==> src/rtl/zhaoling_pkg.sv <==
// zhaoling_pkg: denominations, FSM state encoding and one-hot coin select for the change dispenser.
// The GAP state exists only when ZHAOLING_GAP_EN is defined.
package zhaoling_pkg;
   localparam logic [7:0] DEN50 = 8'd50;
   localparam logic [7:0] DEN10 = 8'd10;
   localparam logic [7:0] DEN5  = 8'd5;
   localparam logic [7:0] DEN1  = 8'd1;
`ifdef ZHAOLING_GAP_EN
   typedef enum logic [1:0] {IDLE, PAY, GAP} state_t;
`else
   typedef enum logic [1:0] {IDLE, PAY} state_t;
`endif
   typedef struct packed {
      logic c50;
      logic c10;
      logic c5;
      logic c1;
   } coin_t;
endpackage

==> src/rtl/zhaoling_coin_sel.sv <==
// zhaoling_coin_sel: greedy pick of the largest coin not exceeding rem, and the remainder after paying it.
module zhaoling_coin_sel
   import zhaoling_pkg::*;
(
   input  logic [7:0] rem_i,
   output coin_t      sel_o,
   output logic [7:0] rem_nxt_o
);
   assign sel_o = rem_i >= DEN50 ? coin_t'(4'b1000) :
                  rem_i >= DEN10 ? coin_t'(4'b0100) :
                  rem_i >= DEN5  ? coin_t'(4'b0010) :
                  rem_i >= DEN1  ? coin_t'(4'b0001) : coin_t'(4'b0000);
   // subtrahend is zero whenever no coin fits, so rem never underflows
   assign rem_nxt_o = rem_i - (sel_o.c50 ? DEN50 : sel_o.c10 ? DEN10 :
                               sel_o.c5 ? DEN5 : sel_o.c1 ? DEN1 : 8'd0);
endmodule

==> src/rtl/zhaoling.sv <==
// zhaoling: change-dispense controller paying out a loaded amount as 50/10/5/1 single-cycle pulses.
// Define ZHAOLING_GAP_EN to insert a low GAP cycle after every pulse.
module zhaoling
   import zhaoling_pkg::*;
(
   input  logic       clk,
   input  logic       rst,
   input  logic       shift,
   input  logic [7:0] money,
   output logic       qian1,
   output logic       qian5,
   output logic       qian10,
   output logic       qian50
);
   state_t     state_q, state_d;
   logic [7:0] rem_q, rem_d, rem_nxt;
   coin_t      coin_q, coin_d, sel;

   zhaoling_coin_sel u_sel (
      .rem_i     (rem_q),
      .sel_o     (sel),
      .rem_nxt_o (rem_nxt)
   );

   always_ff @(posedge clk) begin
      if (!rst) begin
         state_q <= IDLE;
         rem_q   <= '0;
         coin_q  <= '0;
      end else begin
         state_q <= state_d;
         rem_q   <= rem_d;
         coin_q  <= coin_d;
      end
   end

   always_comb begin
      state_d = state_q;
      rem_d   = rem_q;
      coin_d  = '0;
      case (state_q)
         IDLE: if (shift) begin
            rem_d   = money;
            state_d = PAY;
         end
         PAY: if (rem_q == '0) state_d = IDLE;
         else begin
            coin_d = sel;
            rem_d  = rem_nxt;
`ifdef ZHAOLING_GAP_EN
            state_d = GAP;
`endif
         end
`ifdef ZHAOLING_GAP_EN
         GAP: state_d = PAY;
`endif
         default: state_d = IDLE;
      endcase
   end

   assign qian50 = coin_q.c50;
   assign qian10 = coin_q.c10;
   assign qian5  = coin_q.c5;
   assign qian1  = coin_q.c1;
endmodule

==> config.mk <==
export PLATFORM = sky130hd
export DESIGN_NAME = zhaoling
export DESIGN_NICKNAME = d
export VERILOG_FILES = /design/src/rtl/zhaoling_pkg.sv /design/src/rtl/zhaoling_coin_sel.sv /design/src/rtl/zhaoling.sv
export SDC_FILE = /design/constraint.sdc
export NUM_CORES = 1
export LEC_CHECK = 0
export BUFFER_PORTS_ARGS = -buffer_cell sky130_fd_sc_hd__buf_2
export CORE_MARGIN = 2
export CORE_UTILIZATION = 45
export DETAILED_ROUTE_END_ITERATION = 10
export PLACE_DENSITY = 0.67
export SYNTH_ARGS = -nofsm -noshare
export SYNTH_HDL_FRONTEND = slang
export SYNTH_HIERARCHICAL = 1
export SYNTH_SLANG_ARGS = --single-unit
==> constraint.sdc <==
create_clock -name clk -period 6.8 [get_ports clk]
set_input_delay 0.34 -clock clk [delete_from_list [all_inputs] [get_ports clk]]
set_output_delay 0.34 -clock clk [all_outputs]
set_load 0.01 [all_outputs]
==> impl_results.md <==
* Vias in the first global route at 787
* Filler cells at about 190
* Post-synth EDFFs at 0
* Clk_lat worst skew at 0.28 ns
* Sequential cell area at 260 um^2
* Resized cells post-CTS at 0
* Crit end category: flip-flop
* Top-level I/O count at 15
* Vias at 822
* Final Cycle Share at 0.403
* Crit Reg-Reg Startpoint: rem_q[7]
* Ratio of cells with drive above 1 in the final layout at 0.254
* GRT overflow at 0
* Syn Area/Cell at between 9 and 10 um^2
* WHS at 0.352 ns
* #FFs+latches synth at 13
* Post-route cell area at 1080 um^2
* Crit Path Class: reg -> reg
* Area after DPL at 1050 um^2
* Pwr Total at ~0.65 mW
* Multi-input logic area at 669 um^2
* Die width at 50.5 um
* Clock root cell: clkbuf_4
* # port buffers at 14
* Worst Path Required at 7.01 ns
* Commonest non-fill, non-tap cell in the layout: buf_2
* Min-Delay Path Class: in -> reg
* Cells on worst reg2reg path at 13
* CP startpoint kind: flip-flop
* Die span in y at 50.5 um
* Status: complete, no violations
* Synth Net Count at 126
* Die Footprint at 2550 um^2
* Dpl cells at 145
* Antenna cell count at 0
* Post-route setup TNS at 0 ns
* Post-DR wirelength/cell at 13.7 um
* Ys Warns at 6
* Area contributors post-synth: dfxtp_1, o22ai_2, mux2i_1, ha_1, a21oi_1
* Setup violators final at 0
* Final hold vios at 0
* Layout area overhead at 10.7%
* Site row count at 16
* DR DRC count at 0
* H-tree depth at 1
* Routed wire length at 2040 um
* Largest net degree at the start of global routing at 10
* Synth Instances at 108
* Cell Area, Synth at 975 um^2
* Initial antenna violation count at 0
* Lkg Pwr at roughly 0.48 nW
* Hold Path Stages at 3
* Sequential share of the synthesized area at 0.267
* CTS max path bufs at 2
* GRT Util Overall at 0.184
* Max Clock Skew at 0.0128 ns
* Reg-to-Reg End: rem_q[6]
* Setup repair bufs after CTS at 0
* CTS sink count at 13
* Final GP Congestion at 0.853
* Initial drt markers at 13
* Clk slew on worst S/H paths at ~0.08 ns
* Post-synth ARST share at 0
* Final Critical Period at between 2 and 3 ns
* CTS hold repair buffers at 0
* Hold Path End: rem_q[5]
* RSZ-0062 raised after global routing: no
* TritonCTS clock tree: done
* Worst endpoint data arrival time at 2.95 ns
* Max_cap viols at 0
* Non-Filler Instances at 149
* DP Worst Slack at 4.13 ns
* Core Area at 2000 um^2
* First-pass DRT Iterations at 4
* Leading area contributor after synthesis: dfxtp_1
* Rel. slew slack at 0.623
* Final #Nets at between 100 and 150
* Final core utilization at 0.539
* Top cell type's share of synthesized area at 0.267
* Unique masters post-synth at 36
* Final Max Tran Viols at 0
* Fmax at between 0.3 and 0.4 GHz
* Worst Hold Launch: money[5]
* Slew at the pin closest to its max-slew limit at 0.565 ns
* Hpwl dp at ~1600 um
* DR vias/cell at 5.52
* Most used flip-flop cell after synthesis: dfxtp_1
* Worst R2R Setup Slack at 4.06 ns
* Max IR drop VDD at a little under 0.4 mV
* Total CTS buffers at 3
* Final worst slack at 4.06 ns
* First-pass GRT wire length at between 3000 and 4000 um
* Initial core utilization at 0.487
* Power Density at 600 nW/um^2
* Post-DRT Antenna Nets at 0
* Most frequent cells in the layout: buf_2, dfxtp_1, mux2i_1, nor2_1
* CP max FO at 7
==> critical path, stage by stage, from the launching register on <==
cell	delay, ns
dfxtp_1	0.39
nor2_1	0.19
nand2_1	0.13
nor2_1	0.24
o21a_1	0.17
ha_1	0.15
inv_1	0.05
fa_1	0.42
a211oi_1	0.25
o21bai_1	0.10
a21oi_1	0.18
xor2_1	0.16
nand3_1	0.11
o22ai_2	0.12
==> area by class of cell <==
type	count	area share
clock buffers	4	0.0244
repair buffers	14	0.0650
flip-flops and latches	13	0.241
multi-input cells	86	0.621
inverters	5	0.0174
well taps	27	0.0313
==> flip-flops by register name, summed over array words and instances (netlist names) <==
register,cells
qian50,1
qian5,1
state_q,1
rem_q,8
qian10,1
qian1,1
==> worst max path at each step <==
stage	start	endpoint	slack (ns)	depth (start not counted)
3_3_place_gp	rem_q[6]	rem_q[6]	4.19	13
3_5_place_dp	rem_q[7]	rem_q[6]	4.13	13
4_1_cts	rem_q[7]	rem_q[6]	4.10	13
2_1_floorplan	rem_q[7]	rem_q[6]	4.40	13
6_report	rem_q[7]	rem_q[6]	4.06	13
5_1_grt	rem_q[7]	rem_q[6]	3.78	13
==> cell families after synthesis <==
group	after synthesis	synth area share
adder cells (fa/ha/maj)	7	0.0976
AND/OR/NAND/NOR	40	0.229
AO/OA/AOI/OAI	26	0.234
buffers and inverters	9	0.0462
multiplexers	8	0.0822
XOR/XNOR	5	0.0449
flip-flops	13	0.267
==> synth_stat cells, types with 2 or more instances <==
| cell | count |
|---|---|
| xor2_1 | 2 |
| nand2b_1 | 3 |
| a21o_1 | 2 |
| nor2_1 | 8 |
| a21oi_1 | 6 |
| and2_1 | 2 |
| o22ai_2 | 7 |
| nor4_2 | 2 |
| nand2_1 | 7 |
| and3_1 | 4 |
| nand3_1 | 6 |
| buf_2 | 2 |
| nor3_1 | 2 |
| o21ai_0 | 3 |
| mux2i_1 | 8 |
| ha_1 | 6 |
| dfxtp_1 | 13 |
| inv_1 | 5 |
| xnor2_1 | 3 |
==> power breakdown <==
part,leakage (nW),internal [mW],switching [mW]
clock,0.0150,0.0228,0.0247
combinational,0.361,0.214,0.246
sequential,0.107,0.0996,0.0409
==> per-layer routing <==
metal / wire length [um] / global-route usage / vias up
met4: 32 / 0.0856 / 0
met1: 915 / 0.215 / 376
met2: 1010 / 0.320 / 21
met5: 0 / 0 / -
li1: - / - / 420
met3: 82 / 0.0357 / 5
Power figures use the tool's default switching activity.
